`src/rtl/alu_mc.sv`:
```
// alu_mc: multi-cycle ALU. ADD/SUB/AND/OR finish in one cycle; MUL (and SDIV/UDIV) iterate WIDTH cycles.
// Optional macro ALU_MC_DIV_EN builds the restoring divider; without it SDIV/UDIV behave as the reserved op.

module alu_mc #(
  parameter int WIDTH = 32
) (
  input  logic             clk,
  input  logic             reset,
  input  logic             start,
  input  logic [2:0]       op,
  input  logic [WIDTH-1:0] a,
  input  logic [WIDTH-1:0] b,
  output logic [WIDTH-1:0] result,
  output logic [3:0]       flags,
  output logic             done,
  output logic             busy,
  output logic             dz
);

  localparam int CW = $clog2(WIDTH);

  localparam logic [2:0] OP_ADD  = 3'b000;
  localparam logic [2:0] OP_SUB  = 3'b001;
  localparam logic [2:0] OP_AND  = 3'b010;
  localparam logic [2:0] OP_OR   = 3'b011;
  localparam logic [2:0] OP_SDIV = 3'b100;
  localparam logic [2:0] OP_UDIV = 3'b101;
  localparam logic [2:0] OP_MUL  = 3'b110;
  localparam logic [2:0] OP_RSV  = 3'b111;

  typedef enum logic [1:0] {
    S_IDLE = 2'b00,
    S_RUN  = 2'b01,
    S_DONE = 2'b10
  } state_t;

  state_t           r_state;
  state_t           w_state_nxt;
  logic [CW-1:0]    r_cnt;
  logic [WIDTH-1:0] r_p;
  logic [WIDTH-1:0] r_q;
  logic [WIDTH-1:0] r_d;
  logic [WIDTH-1:0] r_result;
  logic [3:0]       r_flags;
  logic             r_done;
  logic             r_busy;
  logic             r_dz;

  logic             w_accept;
  logic             w_multi;
  logic             w_last;
  logic [WIDTH-1:0] w_bb;
  logic [WIDTH:0]   w_sum;
  logic [WIDTH-1:0] w_fast_res;
  logic             w_fast_c;
  logic             w_fast_v;
  logic [3:0]       w_fast_flags;
  logic [WIDTH-1:0] w_mul_p;
  logic [WIDTH-1:0] w_ld_q;
  logic [WIDTH-1:0] w_ld_d;
  logic [WIDTH-1:0] w_p_nxt;
  logic [WIDTH-1:0] w_q_nxt;
  logic [WIDTH-1:0] w_d_nxt;
  logic [WIDTH-1:0] w_run_res;
  logic [3:0]       w_run_flags;
  logic             w_run_dz;

  function automatic logic is_multi(input logic [2:0] f_op);
    case (f_op)
      OP_MUL:           is_multi = 1'b1;
`ifdef ALU_MC_DIV_EN
      OP_SDIV, OP_UDIV: is_multi = 1'b1;
`endif
      default:          is_multi = 1'b0;
    endcase
  endfunction

  function automatic logic [3:0] nz_flags(input logic [WIDTH-1:0] f_res, input logic f_c, input logic f_v);
    nz_flags = {f_res[WIDTH-1], (f_res == {WIDTH{1'b0}}), f_c, f_v};
  endfunction

  assign w_accept = start & (r_state != S_RUN);
  assign w_multi  = is_multi(op);
  assign w_last   = (r_cnt == CW'(WIDTH - 1));

  // Next-state logic; DONE falls back to IDLE unless a new start is taken.
  always_comb begin
    w_state_nxt = r_state;
    case (r_state)
      S_IDLE, S_DONE: begin
        if (w_accept) begin
          w_state_nxt = w_multi ? S_RUN : S_DONE;
        end else begin
          w_state_nxt = S_IDLE;
        end
      end
      S_RUN: begin
        if (w_last) begin
          w_state_nxt = S_DONE;
        end else begin
          w_state_nxt = S_RUN;
        end
      end
      default: w_state_nxt = S_IDLE;
    endcase
  end

  // State register with busy/done registered from the next state.
  always_ff @(posedge clk or posedge reset) begin
    if (reset) begin
      r_state <= S_IDLE;
      r_busy  <= 1'b0;
      r_done  <= 1'b0;
    end else begin
      r_state <= w_state_nxt;
      r_busy  <= (w_state_nxt == S_RUN);
      r_done  <= (w_state_nxt == S_DONE);
    end
  end

  // Single-cycle operations; SUB is a + ~b + 1 so C means "no borrow".
  always_comb begin
    w_bb       = b ^ {WIDTH{op[0]}};
    w_sum      = {1'b0, a} + {1'b0, w_bb} + {{WIDTH{1'b0}}, op[0]};
    w_fast_res = {WIDTH{1'b0}};
    w_fast_c   = 1'b0;
    w_fast_v   = 1'b0;
    case (op)
      OP_ADD, OP_SUB: begin
        w_fast_res = w_sum[WIDTH-1:0];
        w_fast_c   = w_sum[WIDTH];
        w_fast_v   = (a[WIDTH-1] == w_bb[WIDTH-1]) && (w_sum[WIDTH-1] != a[WIDTH-1]);
      end
      OP_AND:                           w_fast_res = a & b;
      OP_OR:                            w_fast_res = a | b;
      OP_MUL, OP_SDIV, OP_UDIV, OP_RSV: w_fast_res = {WIDTH{1'b0}};
      default:                          w_fast_res = {WIDTH{1'b0}};
    endcase
    w_fast_flags = nz_flags(w_fast_res, w_fast_c, w_fast_v);
  end

  assign w_mul_p = r_p + (r_q[0] ? r_d : {WIDTH{1'b0}});

`ifdef ALU_MC_DIV_EN
  logic             r_is_div;
  logic             r_sdiv;
  logic             r_neg;
  logic             r_dzp;
  logic             w_signed;
  logic [WIDTH:0]   w_rem_sh;
  logic [WIDTH:0]   w_rem_sub;
  logic             w_qbit;
  logic [WIDTH-1:0] w_div_p;
  logic [WIDTH-1:0] w_div_q;
  logic [WIDTH-1:0] w_quo;

  function automatic logic [WIDTH-1:0] neg2(input logic [WIDTH-1:0] f_x);
    neg2 = ~f_x + {{(WIDTH-1){1'b0}}, 1'b1};
  endfunction

  // Restoring step: r_p is the partial remainder, r_q shifts dividend out and quotient in.
  assign w_signed  = (op == OP_SDIV);
  assign w_rem_sh  = {r_p, r_q[WIDTH-1]};
  assign w_rem_sub = w_rem_sh - {1'b0, r_d};
  assign w_qbit    = ~w_rem_sub[WIDTH];
  assign w_div_p   = w_qbit ? w_rem_sub[WIDTH-1:0] : w_rem_sh[WIDTH-1:0];
  assign w_div_q   = {r_q[WIDTH-2:0], w_qbit};
  assign w_quo     = r_neg ? neg2(w_div_q) : w_div_q;

  // Divider mode bits captured on the accepting edge.
  always_ff @(posedge clk or posedge reset) begin
    if (reset) begin
      r_is_div <= 1'b0;
      r_sdiv   <= 1'b0;
      r_neg    <= 1'b0;
      r_dzp    <= 1'b0;
    end else if (w_accept) begin
      r_is_div <= (op == OP_SDIV) | (op == OP_UDIV);
      r_sdiv   <= w_signed;
      r_neg    <= w_signed & (a[WIDTH-1] ^ b[WIDTH-1]);
      r_dzp    <= (b == {WIDTH{1'b0}});
    end
  end
`endif

  // Operand loading and per-iteration update for the multi-cycle unit.
  always_comb begin
    w_ld_q      = b;
    w_ld_d      = a;
    w_p_nxt     = w_mul_p;
    w_q_nxt     = r_q >> 1;
    w_d_nxt     = r_d << 1;
    w_run_res   = w_mul_p;
    w_run_flags = nz_flags(w_mul_p, 1'b0, 1'b0);
    w_run_dz    = 1'b0;
`ifdef ALU_MC_DIV_EN
    if (w_signed) begin
      w_ld_q = a[WIDTH-1] ? neg2(a) : a;
      w_ld_d = b[WIDTH-1] ? neg2(b) : b;
    end else if (op == OP_UDIV) begin
      w_ld_q = a;
      w_ld_d = b;
    end else begin
      w_ld_q = b;
      w_ld_d = a;
    end
    if (r_is_div) begin
      w_p_nxt = w_div_p;
      w_q_nxt = w_div_q;
      w_d_nxt = r_d;
      if (r_dzp) begin
        w_run_res   = {WIDTH{1'b1}};
        w_run_flags = nz_flags({WIDTH{1'b1}}, 1'b0, 1'b0);
        w_run_dz    = 1'b1;
      end else begin
        // A positive quotient with its MSB set only arises from MIN / -1.
        w_run_res   = w_quo;
        w_run_flags = nz_flags(w_quo, 1'b0, r_sdiv & ~r_neg & w_div_q[WIDTH-1]);
        w_run_dz    = 1'b0;
      end
    end else begin
      w_d_nxt = r_d << 1;
    end
`endif
  end

  // Datapath registers; result/flags/dz change only on completion.
  always_ff @(posedge clk or posedge reset) begin
    if (reset) begin
      r_cnt    <= {CW{1'b0}};
      r_p      <= {WIDTH{1'b0}};
      r_q      <= {WIDTH{1'b0}};
      r_d      <= {WIDTH{1'b0}};
      r_result <= {WIDTH{1'b0}};
      r_flags  <= 4'b0000;
      r_dz     <= 1'b0;
    end else if (w_accept) begin
      r_cnt <= {CW{1'b0}};
      r_p   <= {WIDTH{1'b0}};
      r_q   <= w_ld_q;
      r_d   <= w_ld_d;
      if (!w_multi) begin
        r_result <= w_fast_res;
        r_flags  <= w_fast_flags;
        r_dz     <= 1'b0;
      end
    end else if (r_state == S_RUN) begin
      r_cnt <= r_cnt + CW'(1);
      r_p   <= w_p_nxt;
      r_q   <= w_q_nxt;
      r_d   <= w_d_nxt;
      if (w_last) begin
        r_result <= w_run_res;
        r_flags  <= w_run_flags;
        r_dz     <= w_run_dz;
      end
    end
  end

  assign result = r_result;
  assign flags  = r_flags;
  assign done   = r_done;
  assign busy   = r_busy;
  assign dz     = r_dz;

endmodule

```
`config.mk`:
```
export PLATFORM = sky130hd
export DESIGN_NAME = alu_mc
export DESIGN_NICKNAME = d
export VERILOG_FILES = /design/src/rtl/alu_mc.sv
export SDC_FILE = /design/constraint.sdc
export NUM_CORES = 1
export LEC_CHECK = 0
export ABC_CLOCK_PERIOD_IN_PS = 12850
export CAP_MARGIN = 5
export CORE_MARGIN = 2
export CORE_UTILIZATION = 27
export DETAILED_ROUTE_END_ITERATION = 10
export PLACE_DENSITY = 0.44
export SYNTH_ARGS = -nofsm -noshare
export SYNTH_HDL_FRONTEND = slang
export SYNTH_SLANG_ARGS = --single-unit
```
`constraint.sdc`:
```
create_clock -name clk -period 12.85 [get_ports clk]
set_input_delay 3.2125 -clock clk [delete_from_list [all_inputs] [get_ports clk]]
set_output_delay 3.2125 -clock clk [all_outputs]
set_load 0.02 [all_outputs]
```
==> results of run 1 <==
[layout make-up]
type	instances	area, um^2
Fill cell	4228	26800
Multi-Input combinational cell	1077	7150
Sequential cell	140	3500
Timing Repair Buffer	121	1170
Tap cell	525	657
Clock buffer	21	480
Clock inverter	9	160
Inverter	15	61.3
[per-stage QoR]
| stage | cell area (um^2) | worst slack (ns) | hold WS (ns) |
|---|---|---|---|
| final | 13200 | 5.71 | 0.475 |
| after global routing | 13200 | 5.36 | 0.506 |
| after CTS | 13200 | 5.68 | 0.477 |
| after detailed placement | 12500 | 5.22 | 0.462 |
| after global placement | 12500 | 5.27 | 0.456 |
| after floorplan | 11000 | 5.18 | 0.449 |
[power groups by stage]
stage | Sequential [uW] | Combinational [uW] | Clock (uW)
3_3_place_gp | 572 | 575 | 0
2_1_floorplan | 570 | 357 | 0
6_report | 565 | 576 | 556
5_1_grt | 575 | 636 | 590
3_5_place_dp | 573 | 574 | 0
4_1_cts | 565 | 577 | 574
[worst paths after layout]
| kind | startpoint | to | slack, ns | cells past startpoint |
|---|---|---|---|---|
| hold / removal | r_q[3] | r_q[2] | 0.48 | 2 |
| min in group asynchronous | reset | r_q[3] | 3.33 | 2 |
| hold reg to reg | r_q[3] | r_q[2] | 0.48 | 2 |
| setup / recovery | op[0] | flags[2] | 5.71 | 15 |
| max in group asynchronous | reset | result[6] | 8.25 | 3 |
| setup reg to reg | r_q[0] | flags[2] | 8.15 | 13 |
[worst max-delay path, stage by stage]
cell       delay, ns
buf_2           0.08
buf_4           0.62
xor2_1          0.25
inv_1           0.08
fa_1            0.42
nand2b_1        0.21
a211oi_2        0.51
o21ai_0         0.16
a32o_1          0.29
nor4b_1         0.39
o2111ai_1       0.18
nor4_1          0.48
nand4_1         0.17
nor4_2          0.32
a211o_1         0.14
[flip-flops by register name, indices dropped and copies added, names as in the netlist]
name     cells
flags        3
r_d         32
r_state      2
result      32
r_cnt        5
r_q         32
done         1
r_p         32
busy         1
[logic make-up (layout without fill, tap and decap cells)]
group,after synthesis,in the layout
buffers and inverters,87,166
adder cells (fa/ha/maj),89,89
multiplexers,71,71
XOR/XNOR,63,63
AO/OA/AOI/OAI,388,388
flip-flops,140,140
AND/OR/NAND/NOR,465,465
other,1,1
[metal layers]
layer,track usage,vias up
met4,0.0398,0
met2,0.273,207
met1,0.276,4866
met5,0,-
li1,-,4945
met3,0.0375,23
[synthesized netlist by cell type (6+ instances only)]
library cell and n:
o31ai_1 8, a221oi_1 10, xor2_1 43, buf_1 9, a211oi_1 18, inv_1 14
nand3b_1 7, nor2b_1 6, o22ai_1 8, a31oi_1 18, o21bai_1 8, nand4_1 12
and3_1 7, clkbuf_1 54, o211ai_1 13, or2_2 6, nor3_1 18, and2_1 41
a21oi_1 65, o2111ai_1 6, dfrtp_1 140, nand2b_1 11, nand2_1 192, ha_1 66
maj3_1 21, o21ai_0 135, or3_1 8, mux2i_1 68, nor4_1 8, o21a_1 13
nor2_1 70, xnor2_1 20, a21o_1 20, nand3_1 52
==> results.yml, run 1 <==
pwr:
  swShare: 0.364
  p_per_area_nw_per_um2: 129
  total_power_uw: 1700
  cellLeakagePower_uw: 0.00555
  pwr-share-clk: 0.328
  p_int_uw: 1080
  pwr-share-comb: 0.339
  p_seq_frac: 0.333
  power.switching_uw: 617
  peakVddDrop_mv: 0.0916
detailed_routing:
  viasPerCell: 5.26
  routed-wl-met3_um: 1840
  vias: 10000
  met2_length_um: 16300
  drc: 0
  maxUsedRoutingLayer: "met4"
  wl_met1_um: 19600
  firstDrtPassIters: 5
  finalWirelength_um: 38200
  wl_per_cell_um: 20.0
  drt_first_iter_violations: 547
  ant_nets: 0
synth:
  synth_xor_area_frac: 0.0502
  synth_top_family_by_area: "compound AO/OA/AOI/OAI gates"
  ys_types: 87
  synthSimpleGateAreaFrac: 0.204
  syn_area_um2: 11000
  seq_area_frac_synth: 0.319
  synth_nets: 1442
  synth_top_cell_by_area: "dfrtp_1"
  yosys.area_share.adder: 0.0979
  synth_mux_area_frac: 0.0652
  synth_cells: 1304
  synth_edf_count: 0
  syn_area_per_cell_um2: 8.43
  ys.flop_type: "dfrtp_1"
  synthTopCellsByArea: "dfrtp_1 32%, ha_1 7.5%, nand2_1 6.6%"
  synthArstFlopShare: 1.00
  ys_ff_latch: 140
  synth_compound_area_frac: 0.231
  yosys_warnings: 0
  synth_top_area_frac: 0.319
cts:
  htree_levels: 4
  clk_latency_ns: 0.45
  cts-buffers-inserted: 17
  path_clk_slew_ns: 0.06
  post_cts_resize_count: 0
  cts_sinks: 140
  cts_setup_buffers: 0
  clockBufferDepth: 2
  postCtsHoldBufs: 0
  cts_root_buf: "clkbuf_16"
  cts_tree: "built"
cells_and_area:
  fin_nets: 1510
  fin_util: 0.329
  drive_gt1_frac: 0.0571
  layout_common_cells: "192 x nand2_1, 140 x dfrtp_1, 135 x o21ai_0"
  area_growth_pct: 19.9
  fin_cells: 1908
  final_common_cell: "nand2_1"
  diodes: 0
sta:
  clock-skew-final_ns: 0.0111
  finalSetupViolations: 0
  relSlewSlack: 0.347
  drv_slew: 0
  tightest_slew_ns: 0.979
  fin_crit_sh: 0.555
  finalSetupTns_ns: 0
  rsz0062_at_grt: "false"
  min_period_ns: 7.14
  hold_viol: 0
  fmax_mhz: 140
floorplan:
  dieWidth_um: 206
  pin_count: 109
  initial_core_util: 0.275
  num_rows: 73
  core_um2: 40000
  die_area_um2: 42300
  die_y_um: 206
placed_design:
  io_buffers: 107
  dpl.hpwl_um: 29100
  dp.cells: 1878
  place.gp.congestion: 0.844
setup_path:
  crit_arrival_ns: 7.52
  cp.required_ns: 13.23
  start_kind: "primary input"
  path_class: "in -> reg"
  end_kind: "flop"
  crit_fanout: 66
global_route:
  grt_first_pass_wirelength_um: 59700
  grt_pass1_vias: 9832
  antenna_found_initial: 0
  track_usage: 0.185
  grt_max_degree: 94
  grt_overflow_total: 0
job:
  max_cap_viol_count: 0
run_status:
  status: "finished, final reports clean"
hold_path:
  hold_class: "reg -> reg"
(Power assumes the default switching activity.)
==> inputs of run 2 (changes only) <==
--- a/config.mk
+++ b/config.mk
@@ -5,7 +5,7 @@
 export SDC_FILE = /design/constraint.sdc
 export NUM_CORES = 1
 export LEC_CHECK = 0
-export ABC_CLOCK_PERIOD_IN_PS = 12850
+export ABC_CLOCK_PERIOD_IN_PS = 7240
 export CAP_MARGIN = 5
 export CORE_MARGIN = 2
 export CORE_UTILIZATION = 27
==> constraint.sdc (replaced) <==
create_clock -name clk -period 7.24 [get_ports clk]
set_input_delay 1.81 -clock clk [delete_from_list [all_inputs] [get_ports clk]]
set_output_delay 1.81 -clock clk [all_outputs]
set_load 0.02 [all_outputs]
==> run 2 against run 1 <==
Net effect: wire length up 1.6%; die area unchanged; sequential cell count unchanged; sequential share of layout area about the same; clock power up 72%.
==> results.yml, run 2 (synthesis results as in run 1) <==
pwr:
  p_seq_frac: 0.334
  cellLeakagePower_uw: 0.00555
  p_int_uw: 1860
  pwr-share-comb: 0.347
  peakVddDrop_mv: 0.172
  p_per_area_nw_per_um2: 226
  swShare: 0.377
  pwr-share-clk: 0.320
  power.switching_uw: 1120
  total_power_uw: 2980
cells_and_area:
  diodes: 0
  fin_cells: 1913
  area_growth_pct: 19.8
  drive_gt1_frac: 0.0598
  layout_common_cells: "192 x nand2_1, 140 x dfrtp_1, 135 x o21ai_0"
  final_common_cell: "nand2_1"
  fin_nets: 1514
cts:
  cts_root_buf: "clkbuf_16"
  cts_setup_buffers: 0
  clockBufferDepth: 2
  postCtsHoldBufs: 0
  htree_levels: 4
  clk_latency_ns: 0.45
  cts-buffers-inserted: 17
  cts_sinks: 140
  cts_tree: "built"
  path_clk_slew_ns: 0.07
  post_cts_resize_count: 0
global_route:
  grt_overflow_total: 0
  grt_max_degree: 110
  grt_first_pass_wirelength_um: 60800
  antenna_found_initial: 2
  track_usage: 0.188
  grt_pass1_vias: 9915
job:
  max_cap_viol_count: 0
floorplan:
  core_um2: 40000
  num_rows: 73
  die_y_um: 206
  pin_count: 109
  initial_core_util: 0.275
  dieWidth_um: 206
  die_area_um2: 42300
sta:
  fin_crit_sh: 0.793
  drv_slew: 0
  clock-skew-final_ns: 0.0106
  min_period_ns: 5.74
  finalSetupViolations: 0
  hold_viol: 0
  rsz0062_at_grt: "false"
  tightest_slew_ns: 0.949
  finalSetupTns_ns: 0
  fmax_mhz: 174
  relSlewSlack: 0.358
setup_path:
  end_kind: "flop"
  crit_fanout: 39
  cp.required_ns: 7.63
  crit_arrival_ns: 6.13
  cp_slowest_stage_delay_ns: 0.58
  start_kind: "primary input"
  crit_chain: "buf_2 -> buf_4 -> xor2_1 -> ha_1 -> and4_1 -> o2111a_1 -> o31ai_1 -> and4b_1 -> nor4_1 -> nor3_1 -> nor3b_1 -> nand3_1 -> nor4_2 -> a211o_1"
  path_class: "in -> reg"
  crit_slowest_cell: "nor4_1"
placed_design:
  dp.cells: 1882
  dpl.hpwl_um: 29500
  io_buffers: 107
  place.gp.congestion: 0.901
run_status:
  status: "finished, final reports clean"
detailed_routing:
  ant_nets: 0
  vias: 10000
  drt_first_iter_violations: 632
  finalWirelength_um: 38900
  viasPerCell: 5.25
  wl_per_cell_um: 20.3
  drc: 0
  firstDrtPassIters: 5
hold_path:
  hold_class: "reg -> reg"
==> run 2: final timing paths <==
kind / start / to / slack [ns] / depth (start not counted)
hold / removal: r_q[26] / r_q[25] / 0.48 / 2
setup reg to reg: r_q[0] / flags[2] / 2.76 / 14
max in group asynchronous: reset / r_p[5] / 4.41 / 3
hold reg to reg: r_q[26] / r_q[25] / 0.48 / 2
setup / recovery: op[0] / flags[2] / 1.50 / 14
min in group asynchronous: reset / r_q[1] / 1.75 / 2
==> run 2: worst max-delay path: cells and delay by family <==
family	cells	cell delay, ns
simple gates	7	2.15
buf+inv	2	1.06
compound gates	3	0.49
fa+ha+maj	1	0.45
xor+xnor	1	0.13
==> run 2: per-layer routing <==
metal | GRT usage | vias to the layer above | part of all wire
met2 | 0.280 | 191 | 0.43
met3 | 0.0261 | 16 | 0.037
met1 | 0.287 | 4893 | 0.53
li1 | - | 4947 | -
met5 | 0 | - | 0
met4 | 0.0367 | 0 | 0.0081
==> run 2: area by class of cell <==
| class | count | area, um^2 |
|---|---|---|
| clock inverter | 12 | 161 |
| multi-input combinational | 1077 | 7150 |
| sequential | 140 | 3500 |
| inverter | 15 | 61.3 |
| fill | 4226 | 26800 |
| tap | 525 | 657 |
| clock buffer | 19 | 443 |
| timing repair buffer | 125 | 1200 |
==> run 2: power groups by stage <==
stage	Combinational [uW]	Clock (uW)	Sequential, uW
3_5_place_dp	1030	0	1010
4_1_cts	1040	981	995
2_1_floorplan	633	0	1010
6_report	1030	954	995
5_1_grt	1150	1010	1010
3_3_place_gp	1040	0	1010
==> run 2: through the flow <==
stage | util | instance area, um^2 | hold WS (ns) | setup WS, ns
after floorplan | - | 11000 | 0.449 | 0.973
after global placement | 0.314 | 12600 | 0.459 | 1.19
after detailed placement | 0.314 | 12600 | 0.460 | 1.12
after CTS | 0.329 | 13200 | 0.476 | 1.59
after global routing | 0.329 | 13200 | 0.499 | 1.11
final | 0.329 | 13200 | 0.475 | 1.50
